===== config.mk =====
export PLATFORM = sky130hd
export DESIGN_NAME = alu_exec_unit_flat
export DESIGN_NICKNAME = d
export VERILOG_FILES = /design/src/rtl/alu_exec_if.sv /design/src/rtl/alu_exec_unit.sv /design/src/flat_wrapper.sv
export SDC_FILE = /design/constraint.sdc
export NUM_CORES = 1
export LEC_CHECK = 0
export BUFFER_PORTS_ARGS = -buffer_cell sky130_fd_sc_hd__buf_4
export CAP_MARGIN = 5
export CORE_MARGIN = 2
export CORE_UTILIZATION = 60
export CTS_BUF_LIST = sky130_fd_sc_hd__clkbuf_4 sky130_fd_sc_hd__clkbuf_8 sky130_fd_sc_hd__clkbuf_16
export DETAILED_ROUTE_END_ITERATION = 8
export MAX_ROUTING_LAYER = met4
export PLACE_DENSITY = 0.78
export SLEW_MARGIN = 5
export SYNTH_ARGS = -nofsm -noshare
export SYNTH_HDL_FRONTEND = slang
export SYNTH_SLANG_ARGS = --single-unit
export TNS_END_PERCENT = 100

===== constraint.sdc =====
create_clock -name clk -period 3.7 [get_ports clk]
set_input_delay 0.185 -clock clk [delete_from_list [all_inputs] [get_ports clk]]
set_output_delay 0.185 -clock clk [all_outputs]
set_load 0.005 [all_outputs]

===== src/rtl/alu_exec_if.sv =====
// alu_exec_if: valid/ready operand and result bundle for the execute-stage ALU
//   in_valid/in_ready/in_a/in_b/in_ctrl  op request into the unit
//   out_valid/out_ready/out_result/out_flag  result back to the consumer
//   busy  unit is in its multi-cycle shift state
interface alu_exec_if #(parameter int DATA_WIDTH = 32);
  logic                  in_valid;
  logic                  in_ready;
  logic [DATA_WIDTH-1:0] in_a;
  logic [DATA_WIDTH-1:0] in_b;
  logic [3:0]            in_ctrl;
  logic                  out_valid;
  logic                  out_ready;
  logic [DATA_WIDTH-1:0] out_result;
  logic                  out_flag;
  logic                  busy;
  modport master (
    output in_valid, in_a, in_b, in_ctrl, out_ready,
    input  in_ready, out_valid, out_result, out_flag, busy
  );
  modport slave (
    input  in_valid, in_a, in_b, in_ctrl, out_ready,
    output in_ready, out_valid, out_result, out_flag, busy
  );
endinterface


===== src/rtl/alu_exec_unit.sv =====
// alu_exec_unit: execute-stage ALU with single-cycle ops and an iterative shifter
//   clk, rst_n (sync, active low), flush (sync abort of in-flight op)
//   io: alu_exec_if slave (operand handshake in, result/flag handshake out, busy)
module alu_exec_unit #(
  parameter int DATA_WIDTH = 32,
  parameter int SHIFT_STEP = 1
) (
  input  logic       clk,
  input  logic       rst_n,
  input  logic       flush,
  alu_exec_if.slave  io
);
  localparam int SW = $clog2(DATA_WIDTH);
  typedef enum logic [1:0] {IDLE, SHIFT, DONE} state_t;
  state_t                state_q, state_d;
  logic [DATA_WIDTH-1:0] work_q, work_d, result_q, result_d;
  logic [SW-1:0]         rem_q, rem_d;
  logic [3:0]            ctrl_q, ctrl_d;
  logic                  flag_q, flag_d;
  logic [DATA_WIDTH-1:0] alu_res, shifted, sra_v;
  logic                  alu_flag, eq, lt, ltu, is_flag, is_shift, accept;
  logic [SW-1:0]         shamt, k;
  always_comb begin
    eq       = io.in_a == io.in_b;
    lt       = $signed(io.in_a) < $signed(io.in_b);
    ltu      = io.in_a < io.in_b;
    // flag codes are 1000/1001 and 11xx; bit0 inverts the base compare
    is_flag  = io.in_ctrl[3] & (io.in_ctrl[2] | ~io.in_ctrl[1]);
    alu_flag = is_flag & ((io.in_ctrl[2] ? (io.in_ctrl[1] ? ltu : lt) : eq) ^ io.in_ctrl[0]);
    is_shift = io.in_ctrl == 4'b0101 || io.in_ctrl == 4'b0110 || io.in_ctrl == 4'b0111;
    shamt    = io.in_b[SW-1:0];
    case (io.in_ctrl)
      4'b0000: alu_res = io.in_a + io.in_b;
      4'b0001: alu_res = io.in_b;
      4'b0010: alu_res = io.in_a & io.in_b;
      4'b0011: alu_res = io.in_a | io.in_b;
      4'b0100: alu_res = io.in_a ^ io.in_b;
      4'b0101, 4'b0110, 4'b0111: alu_res = io.in_a;
      4'b1010: alu_res = io.in_a - io.in_b;
      default: alu_res = DATA_WIDTH'(alu_flag);
    endcase
  end
  always_ff @(posedge clk) begin
    if (!rst_n) begin
      state_q  <= IDLE;
      work_q   <= '0;
      rem_q    <= '0;
      ctrl_q   <= '0;
      result_q <= '0;
      flag_q   <= 1'b0;
    end else begin
      state_q  <= state_d;
      work_q   <= work_d;
      rem_q    <= rem_d;
      ctrl_q   <= ctrl_d;
      result_q <= result_d;
      flag_q   <= flag_d;
    end
  end
  always_comb begin
    state_d  = state_q;
    work_d   = work_q;
    rem_d    = rem_q;
    ctrl_d   = ctrl_q;
    result_d = result_q;
    flag_d   = flag_q;
    // SHIFT_STEP may equal DATA_WIDTH, so compare at full int width
    k        = (32'(rem_q) > SHIFT_STEP) ? SW'(SHIFT_STEP) : rem_q;
    sra_v    = $signed(work_q) >>> k;
    shifted  = ctrl_q == 4'b0101 ? work_q << k : ctrl_q == 4'b0110 ? work_q >> k : sra_v;
    accept   = io.in_valid & io.in_ready;
    if (flush) state_d = IDLE;
    else if (accept) begin
      ctrl_d = io.in_ctrl;
      if (is_shift && shamt != '0) begin
        work_d  = io.in_a;
        rem_d   = shamt;
        state_d = SHIFT;
      end else begin
        result_d = alu_res;
        flag_d   = alu_flag;
        state_d  = DONE;
      end
    end else if (state_q == SHIFT) begin
      work_d = shifted;
      rem_d  = rem_q - k;
      if (rem_q == k) begin
        result_d = shifted;
        flag_d   = 1'b0;
        state_d  = DONE;
      end
    end else if (state_q == DONE && io.out_ready) state_d = IDLE;
  end
  always_comb begin
    io.in_ready   = rst_n & ~flush & (state_q == IDLE || (state_q == DONE && io.out_ready));
    io.out_valid  = state_q == DONE;
    io.busy       = state_q == SHIFT;
    io.out_result = result_q;
    io.out_flag   = flag_q;
  end
endmodule


===== src/flat_wrapper.sv =====
// flat-port wrapper written by rule: the top's interface ports become plain ports
module alu_exec_unit_flat 
#(
  parameter int DATA_WIDTH = 32,
  parameter int SHIFT_STEP = 1
)
  (clk, rst_n, flush, io_in_valid, io_in_a, io_in_b, io_in_ctrl, io_out_ready, io_in_ready, io_out_valid, io_out_result, io_out_flag, io_busy);
  alu_exec_if #(.DATA_WIDTH(DATA_WIDTH)) io_i ();
  input  logic clk;
  input  logic rst_n;
  input  logic flush;
  input wire logic [$bits(io_i.in_valid)-1:0] io_in_valid;
  input wire logic [$bits(io_i.in_a)-1:0] io_in_a;
  input wire logic [$bits(io_i.in_b)-1:0] io_in_b;
  input wire logic [$bits(io_i.in_ctrl)-1:0] io_in_ctrl;
  input wire logic [$bits(io_i.out_ready)-1:0] io_out_ready;
  output wire logic [$bits(io_i.in_ready)-1:0] io_in_ready;
  output wire logic [$bits(io_i.out_valid)-1:0] io_out_valid;
  output wire logic [$bits(io_i.out_result)-1:0] io_out_result;
  output wire logic [$bits(io_i.out_flag)-1:0] io_out_flag;
  output wire logic [$bits(io_i.busy)-1:0] io_busy;
  assign io_i.in_valid = io_in_valid;
  assign io_i.in_a = io_in_a;
  assign io_i.in_b = io_in_b;
  assign io_i.in_ctrl = io_in_ctrl;
  assign io_i.out_ready = io_out_ready;
  assign io_in_ready = io_i.in_ready;
  assign io_out_valid = io_i.out_valid;
  assign io_out_result = io_i.out_result;
  assign io_out_flag = io_i.out_flag;
  assign io_busy = io_i.busy;
  alu_exec_unit #(.DATA_WIDTH(DATA_WIDTH), .SHIFT_STEP(SHIFT_STEP)) u_core (.clk(clk), .rst_n(rst_n), .flush(flush), .io(io_i));
endmodule

==> run_results.csv <==
group,metric,value,unit
status,status,"finished clean",
grt,grt_overflow,0,
clock_tree,cts_tree,"yes",
setup_path,max_stage_delay,0.54,ns
final_layout,fin_area,11000,um2
sta,setup_viol,0,
power,power.leakage,4.70,nW
grt,track_usage,43.3,%
synthesis,yosys_warnings,0,
job,drv_cap,0,
placed_design,hpwl,27400,um
floorplanning,die_w,131,um
clock_tree,clk_pin_slew_worst_paths,0.07,ns
clock_tree,holdBufCountCts,0,
final_layout,drive_gt1_share,14.6,%
sta,period_needed,3.08,ns
grt,grt_use_met1,49.6,%
sta,timing.fmax,0.324,GHz
final_layout,num_antenna_cells,0,
setup_path,start_kind,"input pin",
setup_path,worstPathCellList,"buf_4, inv_1, ha_1, inv_1, nor3_1, nand4_1, a311oi_2, a21oi_1, xor2_1, nor2_1, a2111oi_0, o22ai_1",
min_path,hold_path_depth,3,
power,peakVddDrop,211,uV
power,pwr_density_cell,259,nW/um2
clock_tree,cts_sinks,76,
setup_path,cpLargestDelayFamily,"compound AO/OA/AOI/OAI gates",
routing,drc,0,
grt,antenna_found_initial,0,
setup_path,cp_max_fo,11,
synthesis,synth_cell_type_count,92,
min_path,hp-start,"io_in_valid",
placed_design,place_area,10700,um2
final_layout,fin_util,69.8,%
setup_path,crit_required,3.91,ns
grt,grt_pass1_vias,10600,
clock_tree,cts_resized,0,
grt,use_met2,69.7,%
final_layout,syn_to_final_growth,13.8,%
setup_path,crit_path_frequent_cell,"inv_1",
routing,wl,37100,um
sta,whs,0.122,ns
routing,wl_per_cell,22.5,um
final_layout,multi_input_area,7470,um2
synthesis,synthFlopType,"dfxtp_1",
min_path,hold_class,"input pin to register",
sta,hold_viol_final,0,
sta,relSlewSlack,39.7,%
routing,drtPass1Iterations,6,
synthesis,avgSynthCellArea,7.12,um2
clock_tree,insertion_delay,0.35,ns
routing,vias,11100,
min_path,min_to,"u_core.state_q[1]",
setup_path,ff2ff_path_depth,11,
clock_tree,cts_buffers,9,
sta,rsz0062_at_grt,"no",
setup_path,worstSetupPathType,"input pin to register",
synthesis,netlist_area,9700,um2
placed_design,place_congestion,1.07,
setup_path,ff2ff_setup_slack,0.67,ns
setup_path,worstSetupEndpointType,"register",
sta,finalCritPeriodShare,83.3,%
sta,maxSlewViolCount,0,
routing,ant_nets,0,
floorplanning,core_area,15800,um2
synthesis,syn_inst,1362,
grt,grt_use_met3,8.37,%
sta,tightest_slew,0.904,ns
setup_path,critPathSlowestCell,"a311oi_2",
setup_path,cp.arrival,3.30,ns
grt,grt_pass1_wl,58100,um
grt,grt_busiest_layer,"met2",
clock_tree,root_buffer,"clkbuf_16",
sta,fin_setup_tns,0,ns
floorplanning,initial_core_util,61.3,%
synthesis,synth-async-reset-ratio,0,%
floorplanning,num_rows,46,
floorplanning,io_pins,109,
clock_tree,cts_max_path_buffers,2,
setup_path,timing.rr.start,"u_core.rem_q[2]",
synthesis,syn_nets,1546,
synthesis,synth-seq-area-share,15.7,%
clock_tree,cts_setup_buffers,0,
final_layout,final.fill_count,1397,
setup_path,setup.worst_path.start,"io_in_a[12]",
floorplanning,die_area,17200,um2
routing,initialDrtViolationCount,1169,
sta,fin_skew,0.00998,ns
grt,grt_start_max_net_pins,62,
setup_path,path_buf_inv,3,
placed_design,portBuffers,108,
clock_tree,htree_num_levels,3,
setup_path,r2r_end,"u_core.io.out_result[16]",
synthesis,ys_ff_latch,76,
final_layout,register_area,1520,um2
routing,vias_per_cell,6.75,
synthesis,synth_edf_count,0,
floorplanning,fp.dieH,131,um
final_layout,nets,1613,
-- cells in the mapped netlist, types with 7 or more instances --
library cell / instances / area, um2
a211oi_1: 46 / 345
a21o_1: 18 / 135
a21oi_1: 157 / 786
a221o_1: 10 / 100
a221oi_1: 15 / 131
a22oi_1: 27 / 203
a31oi_1: 16 / 100
and3_1: 7 / 43.8
buf_1: 11 / 41.3
buf_2: 16 / 80.1
clkbuf_1: 61 / 229
dfxtp_1: 76 / 1520
ha_1: 109 / 1360
inv_1: 89 / 334
mux2i_1: 43 / 430
nand2_1: 104 / 390
nand2b_1: 10 / 62.6
nand3_1: 23 / 115
nand4_1: 7 / 43.8
nor2_1: 138 / 518
nor2b_1: 18 / 113
nor3_1: 25 / 125
nor3b_1: 7 / 52.6
nor4_1: 7 / 43.8
o211ai_1: 21 / 158
o21ai_0: 99 / 495
o21ai_1: 22 / 110
o21bai_1: 12 / 90.1
o221ai_1: 8 / 70.1
o22ai_1: 7 / 43.8
or3_1: 10 / 62.6
xnor2_1: 11 / 96.3
-- power by group --
part           internal, mW  switching (mW)  leakage [nW]
combinational         0.398           0.681          3.94
clock                 0.538           0.404         0.147
sequential            0.830          0.0122         0.614
-- state kept, by name, summed over array words and instances, names as in the netlist --
name	flops
u_core.ctrl_q	4
u_core.state_q	2
u_core.work_q	32
u_core.io.out_result	32
u_core.io.out_flag	1
u_core.rem_q	5
-- placed cells by master (no fill, tap or decap), drive strengths merged, types with 5 or more instances in the layout --
master     n
nor2     138
o31ai      7
buf      148
a21oi    161
o21bai    12
nor3      27
xor2       6
a2111oi    6
o2111ai    5
and2       5
o221ai     9
a21o      18
mux2i     43
nand3     24
o22ai      7
nand4      7
inv       97
a22oi     27
nor3b      8
nor4       9
a221o     10
xnor2     11
ha       109
dfxtp     76
o211ai    23
a31oi     16
o31a       6
nand2    105
clkbuf    10
a211o      5
a221oi    18
or3       10
and3       7
a211oi    48
nand2b    11
nor2b     18
o21ai    121
o21a       6
-- worst max path at each step --
stage,to,slack [ns],depth (start not counted)
floorplan,u_core.io.out_result[24],0.98,12
global placement,u_core.io.out_result[24],0.34,12
detailed placement,u_core.io.out_result[24],0.36,12
CTS,u_core.io.out_result[16],0.71,11
global route,u_core.io.out_result[24],0.32,12
finish,u_core.io.out_result[24],0.62,12
-- worst min-delay path: stages --
cell    delay (ns)
buf_4         0.09
nor2_1        0.04
nor3_1        0.11
-- metrics by stage --
stage          setup WS, ns  total power [mW]  instances
2_1_floorplan         0.984              1.55       1362
3_3_place_gp          0.338              1.89       1634
3_5_place_dp          0.359              1.90       1634
4_1_cts               0.713              2.82       1650
5_1_grt               0.316              2.97       1650
6_report              0.616              2.86       1650
-- cells by family after synthesis --
kind of cell    after synthesis  share of synthesized area, %
flops                        76                          15.7
xor+xnor                     17                          1.53
mux                          44                          4.55
fa+ha+maj                   111                          14.5
buf+inv                     189                          7.71
simple gates                386                          19.2
compound gates              539                          36.9
-- metal layers --
layer	up-vias	wire length (um)	part of all wire (%)
li1	5122	-	-
met1	5155	13800	37
met2	681	17100	46
met3	185	3630	9.8
met4	0	2540	6.8
met5	-	0	0
-- final cells by class --
| class | count | share of cell area [%] |
|---|---|---|
| Multi-Input combinational cell | 1097 | 67.7 |
| Sequential cell | 76 | 13.8 |
| Timing Repair Buffer | 148 | 10.1 |
| Inverter | 97 | 3.30 |
| Tap cell | 216 | 2.45 |
| Clock buffer | 10 | 2.11 |
| Clock inverter | 6 | 0.657 |
No activity file was read; power rests on OpenSTA's default activity.
